==> src/rtl/uart_rx.sv <==
// ---------------------------------------------------------------------------
// uart_rx
//   UART receiver for 8N1-style framing (DATA_BITS data bits, LSB first,
//   one stop bit). Runs on the same oversampled clock as the matching
//   transmitter: one bit period is OVERSAMPLING clk_in cycles.
//
// Parameters
//   OVERSAMPLING : clk_in cycles per bit (even, >= 4)
//   DATA_BITS    : data bits per frame (1..8)
//
// Ports
//   clk_in           : clock, baud rate * OVERSAMPLING
//   rst_in           : synchronous active-high reset
//   rx_serial_in     : asynchronous serial line, idle high
//   rx_data_out      : last good received word, LSB = first bit on the line
//   rx_valid_out     : one-cycle pulse, rx_data_out has just been updated
//   rx_frame_err_out : one-cycle pulse, stop bit was sampled low
//   rx_busy_out      : high whenever the receiver is not idle
// ---------------------------------------------------------------------------
module uart_rx #(
  parameter int OVERSAMPLING = 8,
  parameter int DATA_BITS    = 8
) (
  input  logic                 clk_in,
  input  logic                 rst_in,
  input  logic                 rx_serial_in,
  output logic [DATA_BITS-1:0] rx_data_out,
  output logic                 rx_valid_out,
  output logic                 rx_frame_err_out,
  output logic                 rx_busy_out
);

  localparam int HALF = OVERSAMPLING / 2;
  localparam int CW   = $clog2(OVERSAMPLING);
  localparam int IW   = (DATA_BITS > 1) ? $clog2(DATA_BITS) : 1;

  localparam logic [CW-1:0] HALF_M1  = CW'(HALF - 1);
  localparam logic [CW-1:0] OS_M1    = CW'(OVERSAMPLING - 1);
  localparam logic [IW-1:0] LAST_IDX = IW'(DATA_BITS - 1);

  typedef enum logic [2:0] {
    IDLE,
    START,
    DATA,
    STOP,
    WAIT_HIGH
  } state_e;

  state_e                 state_q, state_d;
  logic [CW-1:0]          cnt_q, cnt_d;
  logic [IW-1:0]          idx_q, idx_d;
  logic [DATA_BITS-1:0]   shift_q, shift_d;
  logic [DATA_BITS-1:0]   data_q, data_d;
  logic                   valid_q, valid_d;
  logic                   err_q, err_d;

  // Two-flop synchronizer; both stages idle high so reset never looks
  // like a start bit.
  logic                   sync1_q;
  logic                   rx_s;

  // -------------------------------------------------------------------------
  // State register
  // -------------------------------------------------------------------------
  always_ff @(posedge clk_in) begin
    if (rst_in) begin
      sync1_q <= 1'b1;
      rx_s    <= 1'b1;
      state_q <= IDLE;
      cnt_q   <= '0;
      idx_q   <= '0;
      shift_q <= '0;
      data_q  <= '0;
      valid_q <= 1'b0;
      err_q   <= 1'b0;
    end else begin
      sync1_q <= rx_serial_in;
      rx_s    <= sync1_q;
      state_q <= state_d;
      cnt_q   <= cnt_d;
      idx_q   <= idx_d;
      shift_q <= shift_d;
      data_q  <= data_d;
      valid_q <= valid_d;
      err_q   <= err_d;
    end
  end

  // -------------------------------------------------------------------------
  // Next-state logic
  // -------------------------------------------------------------------------
  always_comb begin
    state_d = state_q;
    cnt_d   = cnt_q;
    idx_d   = idx_q;
    shift_d = shift_q;
    data_d  = data_q;
    valid_d = 1'b0;
    err_d   = 1'b0;

    unique case (state_q)
      IDLE: begin
        if (!rx_s) begin
          state_d = START;
          cnt_d   = '0;
        end
      end

      START: begin
        // Half a bit in: a still-low line is a real start bit, anything
        // else was a glitch and is dropped silently.
        if (cnt_q == HALF_M1) begin
          cnt_d = '0;
          if (!rx_s) begin
            state_d = DATA;
            idx_d   = '0;
          end else begin
            state_d = IDLE;
          end
        end else begin
          cnt_d = cnt_q + CW'(1);
        end
      end

      DATA: begin
        // Aligned to the start-bit centre, so each full period lands on
        // the centre of the next data bit.
        if (cnt_q == OS_M1) begin
          cnt_d          = '0;
          shift_d[idx_q] = rx_s;
          if (idx_q == LAST_IDX) begin
            state_d = STOP;
          end else begin
            idx_d = idx_q + IW'(1);
          end
        end else begin
          cnt_d = cnt_q + CW'(1);
        end
      end

      STOP: begin
        // Leaving at the stop-bit centre lets a start bit follow the stop
        // bit immediately.
        if (cnt_q == OS_M1) begin
          cnt_d = '0;
          if (rx_s) begin
            data_d  = shift_q;
            valid_d = 1'b1;
            state_d = IDLE;
          end else begin
            err_d   = 1'b1;
            state_d = WAIT_HIGH;
          end
        end else begin
          cnt_d = cnt_q + CW'(1);
        end
      end

      WAIT_HIGH: begin
        // A held-low line (break) must not be mistaken for a new start.
        if (rx_s) begin
          state_d = IDLE;
        end
      end

      default: begin
        state_d = IDLE;
        cnt_d   = '0;
        idx_d   = '0;
      end
    endcase
  end

  // -------------------------------------------------------------------------
  // Outputs
  // -------------------------------------------------------------------------
  always_comb begin
    rx_busy_out      = (state_q != IDLE);
    rx_data_out      = data_q;
    rx_valid_out     = valid_q;
    rx_frame_err_out = err_q;
  end

endmodule

==> config.mk <==
export PLATFORM = sky130hd
export DESIGN_NAME = uart_rx
export DESIGN_NICKNAME = d
export VERILOG_FILES = /design/src/rtl/uart_rx.sv
export SDC_FILE = /design/constraint.sdc
export NUM_CORES = 1
export LEC_CHECK = 0
export ABC_CLOCK_PERIOD_IN_PS = 2100
export CORE_ASPECT_RATIO = 0.6
export CORE_MARGIN = 2
export CORE_UTILIZATION = 55
export CTS_CLUSTER_DIAMETER = 80
export DETAILED_ROUTE_END_ITERATION = 8
export PLACE_DENSITY = 0.78
export SLEW_MARGIN = 20
export SYNTH_ARGS = -nofsm -noshare
export SYNTH_HDL_FRONTEND = slang
export SYNTH_SLANG_ARGS = --single-unit
==> constraint.sdc <==
create_clock -name clk_in -period 2.1 [get_ports clk_in]
set_clock_uncertainty 0.15 [all_clocks]
set_input_delay 0.525 -clock clk_in [delete_from_list [all_inputs] [get_ports clk_in]]
set_output_delay 0.525 -clock clk_in [all_outputs]
set_load 0.02 [all_outputs]
==> Implementation_results.wiki <==
{| class="wikitable"
! Metric !! Value
|-
| Number of maximum-capacitance violations || 0
|-
| Simple-gate share of the synthesized area || 0.1754
|-
| Maximum fanout count along the critical path || 8
|-
| DR vias || between 1000 and 1500
|-
| IO buf count || 13
|-
| Fraction of the yosys area taken by sequential cells || 0.4261
|-
| Vias per cell || 5.577
|-
| Portion of synthesized cell area occupied by the leading cell type || 0.4261
|-
| P_int || between 0.8 and 0.9 mW
|-
| Setup TNS || 0 ps
|-
| Final global-route overflow total || 0
|-
| Initial drt markers || between 80 and 90
|-
| Count of distinct cell types in the synthesized netlist || 37
|-
| Synth warn || 0
|-
| Area added between synthesis and finish || 20.39%
|-
| Clock slew at the register clock pins of the worst setup and hold paths || ~70 ps
|-
| Clock tree from TritonCTS || done
|-
| Critical path cell sequence || nor2_1 -> nand2_1 -> dlygate4sd2_1
|-
| Setup Crit Path Kind || flop to output port
|-
| Total power || about 1.1 mW
|-
| Compound-cell area share of the yosys netlist || 0.1791
|-
| Slowest-stage cell, CP || dfxtp_2
|-
| Post-layout minimum cycle time || 1941 ps
|-
| Number of synthesized register bits || 29
|-
| Initial cell density of the core || 0.6027
|-
| Wire per inst || around 15 um
|-
| Antenna violations before repair || 0
|-
| Clock sink count || 29
|-
| Portion of total power attributed to sequential cells || 0.524
|-
| Worst hold slack across all endpoints || between 200 and 300 ps
|-
| Combinational fraction of design power || 0.052
|-
| Summed instance area of the synthesized netlist || about 1400 um^2
|-
| Area leader, netlist || dfxtp_1
|-
| Wire length of the first global-routing pass || between 4000 and 5000 um
|-
| Net switching power || about 0.26 mW
|-
| Via count of the first global-routing pass || 1035
|-
| Total detailed-routing wirelength || ~2900 um
|-
| Detailed-route DRC error count || 0
|-
| Combinational family with the most area after synthesis || compound AO/OA/AOI/OAI gates
|-
| Data arrival, critical path || 1270 ps
|-
| Detailed Routing Iterations Pass 1 || 4
|-
| Ports placed on the boundary || 14
|-
| Required time of the critical path || roughly 1400 ps
|-
| Number of buffers inserted by post-CTS setup repair || 0
|-
| Layout cell share with drive strength beyond 1 || 0.1566
|-
| Slew at the pin closest to its max-slew limit || approximately 530 ps
|-
| Std cell rows || 13
|-
| Switching portion of total power || 0.2446
|-
| Top post-synthesis cells by area || dfxtp_1, mux2i_1, ha_1
|-
| Total clock buffers created by CTS || 5
|-
| Share of the clock period used by the worst path || 0.9245
|-
| Horizontal extent of the die || between 60 and 70 um
|-
| Net total in the final layout || 175
|-
| Final HPWL DP || 2149 um
|-
| Aggregate global-route resource usage || 0.2395
|-
| Status || complete, no violations
|-
| Deepest clock path buffer count || 2
|-
| Cell chosen for the clock root || clkbuf_8
|-
| Final-report setup violation count || 0
|-
| Headroom to the max-slew limit || 0.6446
|-
| Post-synthesis instance total || 143
|-
| Highest clock rate || 515.1 MHz
|-
| Synthesized-area fraction occupied by adder cells || 0.06428
|-
| Cell total after placement || about 190
|-
| CORE AREA || 2261 um^2
|-
| Startpoint type of the worst setup path || flop
|-
| Part of the total power dissipated in the clock network || 0.424
|-
| Critical Path End Type || output port
|-
| Final RePlAce weighted congestion || a little under 0.8
|-
| Antenna Diode Count || 0
|-
| Total of fill cells in the finished design || ~170
|-
| RSZ-0062 raised after global routing || no
|-
| Total leakage power || 0.5857 nW
|-
| Syn nets || approximately 150
|-
| Pwr per Cell Area || 652.0 nW/um^2
|-
| Count of non-filler cells in the finished layout || between 150 and 200
|-
| Level count of the clock H-tree || 2
|-
| Final number of max-transition violations || 0
|-
| Maximum number of pins on one net before global-route repair || 16
|-
| Height of the die || 42.56 um
|-
| Clock insertion delay at the later pin of the skew report || between 200 and 300 ps
|-
| Number of nets with antenna violations after routing || 0
|-
| Maximum vdd ir drop || ~0.00048 V
|-
| Tightest Hold Check Type || flop to flop
|-
| Fraction of synthesized cell area in xor and xnor cells || 0.006428
|-
| Syn Area/Cell || approximately 9.5 um^2
|-
| Peak per-stage delay on the critical path || between 300 and 400 ps
|-
| Overall die area || approximately 2900 um^2
|-
| Final Hold Viols || 0
|-
| Fraction of synthesized area in multiplexers || 0.08815
|}
==> repair_timing <==
| item | in CTS | in global routing |
|---|---|---|
| endpoints found under the setup margin | 1 | 0 |
| gates resized for setup | 2 | 0 |
| hold buffers | 0 | 0 |
==> worst paths after layout <==
check        startpoint           to  slack [ps]  depth (start not counted)
max          state_q[0]  rx_busy_out         160                          3
min             sync1_q         rx_s         260                          1
max reg2reg    cnt_q[0]   shift_q[1]         230                          5
min reg2reg     sync1_q         rx_s         260                          1
==> cell usage in the layout (no fill, tap or decap), types with 2 or more instances in the layout <==
master and n:
a22oi_1 2, nor2_1 16, buf_4 7, nor2b_1 3, or2_2 2, a211oi_1 6, ha_1 7, mux2i_1 12
a21oi_1 11, a31oi_1 2, nand2b_1 2, clkinv_2 2, inv_1 9, nor3_1 4, o22ai_1 2, nand2_1 10
dfxtp_1 28, a311oi_1 2, and4_1 2, clkbuf_8 5, clkdlybuf4s50_1 12
==> power groups by stage <==
stage	Sequential, mW	Combinational, mW	Clock (mW)
final	0.560	0.0560	0.454
after global routing	0.560	0.0606	0.488
after CTS	0.559	0.0560	0.468
after detailed placement	0.572	0.0564	0
after global placement	0.571	0.0531	0
after floorplan	0.570	0.0341	0
==> layout make-up <==
type	instances	area, um^2	share of cell area
Clock buffer	5	68.82	0.04195
Clock inverter	3	17.52	0.01068
Inverter	9	33.78	0.02060
Multi-Input combinational cell	99	699.4	0.4264
Sequential cell	29	581.8	0.3547
Tap cell	30	37.54	0.02288
Timing Repair Buffer	21	201.4	0.1228
==> synthesized netlist by cell type <==
cell and instances:
dfxtp_1 29, nor2_1 16, mux2i_1 12, a21oi_1 11, nand2_1 10, inv_1 9, ha_1 7, a211oi_1 6
nor3_1 4, nor2b_1 3, a22oi_1 2, a311oi_1 2, a31oi_1 2, and4_1 2, buf_6 2, clkbuf_1 2
nand2b_1 2, o22ai_1 2, or2_2 2, a211o_2 1, a22oi_4 1, and2_1 1, and2b_4 1, and4_4 1
buf_1 1, buf_8 1, nand2_2 1, nand3_1 1, nor3b_1 1, nor4_1 1, o2111a_1 1, o21a_1 1
o22ai_2 1, o31ai_1 1, o41ai_2 1, or2b_1 1, xor2_1 1
==> worst max-delay path: cells and delay by family, from the launching register on <==
kind | cells | cell delay (ps)
DFF | 1 | 360
buffers and inverters | 1 | 330
and+or+nand+nor | 2 | 290
==> kinds of logic (layout without fill, tap and decap cells) <==
kind of cell,after synthesis,count (layout)
multiplexers,12,12
adder cells (fa/ha/maj),7,7
AND/OR/NAND/NOR,47,47
XOR/XNOR,1,1
buffers and inverters,15,38
AO/OA/AOI/OAI,32,32
flip-flops,29,29
==> routing by layer <==
metal	share of wire	up-vias	wire length, um	global-route usage
li1	-	554	-	-
met1	0.50	493	1450	0.3432
met2	0.41	41	1200	0.3223
met3	0.076	5	221	0.08333
met4	0.0090	0	26	0.09600
met5	0	-	0	0
==> metrics by stage <==
step	cell area [um^2]	utilization	setup WS [ps]
3_3_place_gp	1554	0.6873	181.5
4_1_cts	1640	0.7255	163.8
2_1_floorplan	1363	-	411.4
6_report	1640	0.7255	158.6
5_1_grt	1640	0.7255	92.21
3_5_place_dp	1554	0.6873	101.0
==> flip-flops by register name, indices dropped and copies added, names as in the netlist <==
register / cells
rx_data_out: 8
sync1_q: 1
rx_frame_err_out: 1
idx_q: 3
cnt_q: 3
state_q: 3
rx_valid_out: 1
shift_q: 8
rx_s: 1
No activity file was read; power rests on OpenSTA's default activity.
